<file path="src/rtl/sat_counter.sv">
// Saturating statistics counter with synchronous clear; clear beats increment.
module sat_counter #(
  parameter int WIDTH = 32
) (
  input  logic             clk_i,
  input  logic             rst_i,
  input  logic             clr_i,
  input  logic             inc_i,
  output logic [WIDTH-1:0] cnt_o
);

  // Count up, hold at all-ones; a clear drops any same-cycle increment.
  always_ff @(posedge clk_i) begin
    if (rst_i || clr_i)
      cnt_o <= '0;
    else if (inc_i && (cnt_o != '1))
      cnt_o <= cnt_o + WIDTH'(1);
  end

endmodule

</file>
<file path="config.mk">
export PLATFORM = sky130hd
export DESIGN_NAME = sat_counter
export DESIGN_NICKNAME = d
export VERILOG_FILES = /design/src/rtl/sat_counter.sv
export SDC_FILE = /design/constraint.sdc
export NUM_CORES = 1
export LEC_CHECK = 0
export ABC_AREA = 0
export CAP_MARGIN = 0
export CELL_PAD_IN_SITES_DETAIL_PLACEMENT = 1
export CELL_PAD_IN_SITES_GLOBAL_PLACEMENT = 1
export CORE_ASPECT_RATIO = 0.8
export CORE_MARGIN = 5
export CORE_UTILIZATION = 40
export DETAILED_ROUTE_END_ITERATION = 6
export GPL_ROUTABILITY_DRIVEN = 0
export GPL_TIMING_DRIVEN = 0
export PLACE_DENSITY_LB_ADDON = 0.1
export REMOVE_ABC_BUFFERS = 1
export SKIP_CTS_REPAIR_TIMING = 1
export SYNTH_ARGS = -nofsm -noshare
export SYNTH_HDL_FRONTEND = slang
export SYNTH_SLANG_ARGS = --single-unit
</file>
<file path="constraint.sdc">
create_clock -name clk_i -period 5.87 [get_ports clk_i]
set_input_delay 0.8805 -clock clk_i [delete_from_list [all_inputs] [get_ports clk_i]]
set_output_delay 0.8805 -clock clk_i [all_outputs]
set_load 0.005 [all_outputs]
</file>
# == Word-level counts from Yosys, hierarchy flattened ==
# Index checks and enable logic that the tools add are counted.
# word_totals
ff_bits,32
in_bits,4
wordCells,5
# classes
n_addsub,1
eq_ne,1
reduce_logical,2
# op_table
cell,count
$add A32 B1 Y32 const B,1
$ne A32 B32 Y1 const B,1
$logic_and A1 B1 Y1,1
$logic_or A1 B1 Y1,1

# == Longest topological paths before layout ==
# depth
word_depth,2
depth_mapped,8
depth_no_buf,6

# == Worst setup path after synthesis ==
# Ideal clock, no wire load.
# synth_path
path_kind,input to register
from,input port inc_i
to,register cnt_o[17]
setup_time_ps,68
t_arrival_ps,1883
path_slack_ps,3919
cell_stages,5
path_cell_list,and3_4 -> o311ai_4 -> buf_6 -> or3_2 -> a21oi_2
# synth_between
elab_chain_cells,1
# synth_lines
element,line_no,text
start: declaration,8,"input logic inc_i,"
$logic_and A1 B1 Y1,16,else if (inc_i && (cnt_o != '1))
end signal: assignment,17,cnt_o <= cnt_o + WIDTH'(1);
end: declaration,9,output logic [WIDTH-1:0] cnt_o
# Every way passes these cells.
# A chain may end at the register's enable or synchronous reset.

# == Final worst setup path ==
# layout_path
from,input port inc_i
to,register cnt_o[27]
# The elaborated chain is that of the path after synthesis.

==> parameters.txt <==
Parameter                              Value

Floorplan
  Die span in y ... 68.0 microns
  Placeable core region ... 0.00413 sq mm
  Full die area ... 0.00561 sq mm
  Number of placement rows ... 21
  Number of top-level pins ... 36
  Starting density of the core ... 40.8%
  Overall die width ... 82.5 microns

Layout
  Utilization after layout ... 51.6%
  Number of non-filler instances in the completed layout ... 281
  Total Nets Final ... 228
  Post-layout instance area ... 0.00213 sq mm
  Flip-flop count of the largest register, all copies and words added ... 32
  Area Overhead vs Synth ... 26.6%
  Number of inserted diodes ... 0
  Top register by number of flip-flops ... cnt_o
  Top Registers ... cnt_o: 32 flops
  Fraction of final layout cells sized beyond drive strength 1 ... 14.3%

Clocking
  Root Buffer Master ... clkbuf_8
  Clock insertion delay at the later pin of the skew report ... 0.29 ns
  H-tree level count ... 2
  CTS Buf Count ... 5
  Maximum root-to-sink buffer count ... 2
  Clock-pin slew on the worst setup and hold paths ... 0.07 ns
  Clock net sink count ... 32
  TritonCTS clock tree ... done

STA
  Tightest Pin Transition ... 0.852 ns
  Pins Over Slew Limit ... 0
  FMAX ... 411 MHz
  Time the final worst path needs with I/O delays and setup ... 2.44 ns
  Part of the cycle the worst path needs ... 41.5%
  Max Clock Skew ... 0.00377 ns
  Final setup violation count ... 0
  Slew margin rel. ... 43.2%
  Final hold violation count ... 0
  Total Neg Setup Slack ... 0 ns
  Unrepaired setup endpoints after global routing ... false

Pwr
  Switching component of the power ... 0.0901 mW
  Clock share of power ... 43.4%
  Tot Pwr ... 0.407 mW
  Pint ... 0.317 mW
  Switch share ... 22.1%
  Power Dens Cells ... 191 mW/mm^2
  Proportion of power drawn by flip-flops and latches ... 53.6%
  Maximum vdd drop ... 0.132 mV
  Combinational Power Share ... 2.9%
  Reported leakage power ... 0.569 nW

Run
  Max cap viols ... 0

Drt
  Wire per inst ... 15.8 microns
  DRC violation total after the first TritonRoute iteration ... 65
  Post-route DRC violation count ... 0
  Detailed-routing iteration count for the pre-antenna-repair pass ... 4
  Detail-routed via count per cell ... 5.74
  Total wirelength of the detailed-routed design ... 4430 microns
  Via count ... 1614
  Post-detailed-route count of antenna-violating nets ... 0

Synth
  Number of flops mapped to enable cells by yosys ... 0
  Synthesized-area fraction occupied by xor and xnor cells ... 1.04%
  Register area share after synthesis ... 38.1%
  Mux share of post-synthesis cell area ... 0.595%
  Synth unique cells ... 36
  Yosys warning total ... 0
  Predominant post-synthesis flop cell ... dfxtp_1
  Share of synthesized flip-flops with an asynchronous set or reset ... 0%
  Combinational family with the most area after synthesis ... simple AND/OR/NAND/NOR gates
  Share of the synthesized area in compound gates (AO/OA/AOI/OAI) ... 24.7%
  Cell count after synthesis ... 189
  Area share of fa/ha/maj cells after synthesis ... 0.744%
  Post-Syn Area per Cell ... 8.90 sq um
  Post-synthesis register bit count ... 32
  Share of synthesized cell area in and, or, nand and nor gates ... 30.1%
  Netlist area before placement ... 0.00168 sq mm

Critical path
  Required time worst endpoint ... 6.09 ns
  Highest fanout seen on the critical path ... 16
  Startpoint of the most critical register-to-register path ... cnt_o[1]
  Endpoint type of the worst setup path ... flop
  Critical path type ... input pin to flop
  Type of element launching the critical path ... input pin
  Worst setup path start ... inc_i
  Arrival time of data at the critical path endpoint ... 2.65 ns

Global routing
  Met1 demand-to-capacity share in global routing ... 20.8%
  Gr busiest metal ... met2
  Met2 Resource Use GR ... 28.5%
  First-pass GRT wire length ... 7310 microns
  Aggregate global routing overflow ... 0
  GRT Resource Usage Total ... 17.0%
  Met3 GRT Util ... 6.05%
  Pin count of the biggest net entering global routing ... 33
  Initial antenna violation count ... 0
  Number of global-route vias before repair ... 1586

Min path
  HP Start ... cnt_o[15]
  Path category of the worst min-delay check ... flop to flop

Outcome
  Outcome ... finished clean

Placement
  Placed instance count ... 273
  Sum of net half-perimeters after detailed placement ... 3130 microns
  Cell area after placement ... 0.00204 sq mm
  I/O Buffers ... 35
path summary, 6_finish.rpt:
kind	to	slack, ns	cells past startpoint
worst max register to register	cnt_o[1]	3.48	6
worst min-delay path	cnt_o[15]	0.51	2
worst min register to register	cnt_o[15]	0.51	2
worst max-delay path	cnt_o[27]	3.43	5
metrics by stage:
step | setup WS (ns) | hold slack, ns
after detailed placement | 3.13 | 0.498
after global routing | 3.32 | 0.539
after CTS | 3.43 | 0.508
after floorplan | 3.88 | 0.481
after global placement | 3.17 | 0.475
final | 3.43 | 0.507
cell type report:
class	count	area [sq um]
Inverter	4	15.0
Tap cell	57	71.3
Multi-Input combinational cell	145	961
Timing Repair Buffer	35	350
Sequential cell	32	641
Fill cell	496	2000
Clock buffer	8	90.1
power by group through the flow:
stage | logic [mW] | registers [mW] | clock network, mW
5_1_grt | 0.0131 | 0.218 | 0.191
2_1_floorplan | 0.00607 | 0.223 | 0
6_report | 0.0120 | 0.218 | 0.177
3_5_place_dp | 0.0122 | 0.223 | 0
4_1_cts | 0.0124 | 0.218 | 0.180
3_3_place_gp | 0.0117 | 0.223 | 0
per-layer routing:
metal / vias to the layer above / wire length (microns)
met5: - / 0
met4: 0 / 31
met3: 4 / 156
met2: 25 / 2100
met1: 793 / 2140
li1: 792 / -
placed cells by master (no fill, tap or decap), types with 2 or more instances in the layout:
cell type / count
o21ai_0: 10
nand2_2: 2
or3_2: 4
or3_1: 15
o21ai_1: 8
clkbuf_8: 6
inv_1: 4
a21oi_1: 22
a21oi_2: 7
nor2_1: 4
and4_1: 4
clkbuf_1: 2
and4_4: 2
nand2_1: 12
nand3_1: 11
o31ai_1: 9
dfxtp_1: 32
or4_1: 9
nand4_1: 8
clkdlybuf4s50_1: 35
o31ai_4: 2
and3_2: 2
logic make-up (layout without fill, tap and decap cells):
kind of cell,Yosys count,count (layout)
AOI/OAI and AO/OA,61,61
DFF,32,32
buffers and inverters,12,47
adders and majority gates,1,1
xor gates and xnor gates,2,2
and+or+nand+nor,80,80
muxes,1,1
cells in the mapped netlist (all sizes together) (2+ instances only):
cell type | n | area, sq um
inv | 4 | 15.0
a21oi | 29 | 171
or2 | 2 | 12.5
or3 | 19 | 124
dfxtp | 32 | 641
o21ai | 19 | 98.9
nor2 | 4 | 15.0
nand2 | 14 | 57.6
nand4 | 9 | 62.6
buf | 4 | 45.0
o31ai | 11 | 110
o311ai | 2 | 35.0
and3 | 3 | 26.3
or4 | 10 | 78.8
clkbuf | 3 | 11.3
nand3 | 11 | 55.1
and4 | 7 | 67.6
worst max-delay path: stages:
cell             delay, ns
clkdlybuf4s50_1       0.64
and3_4                0.28
o311ai_4              0.22
or4_1                 0.48
a21oi_2               0.15
(Power assumes the default switching activity.)
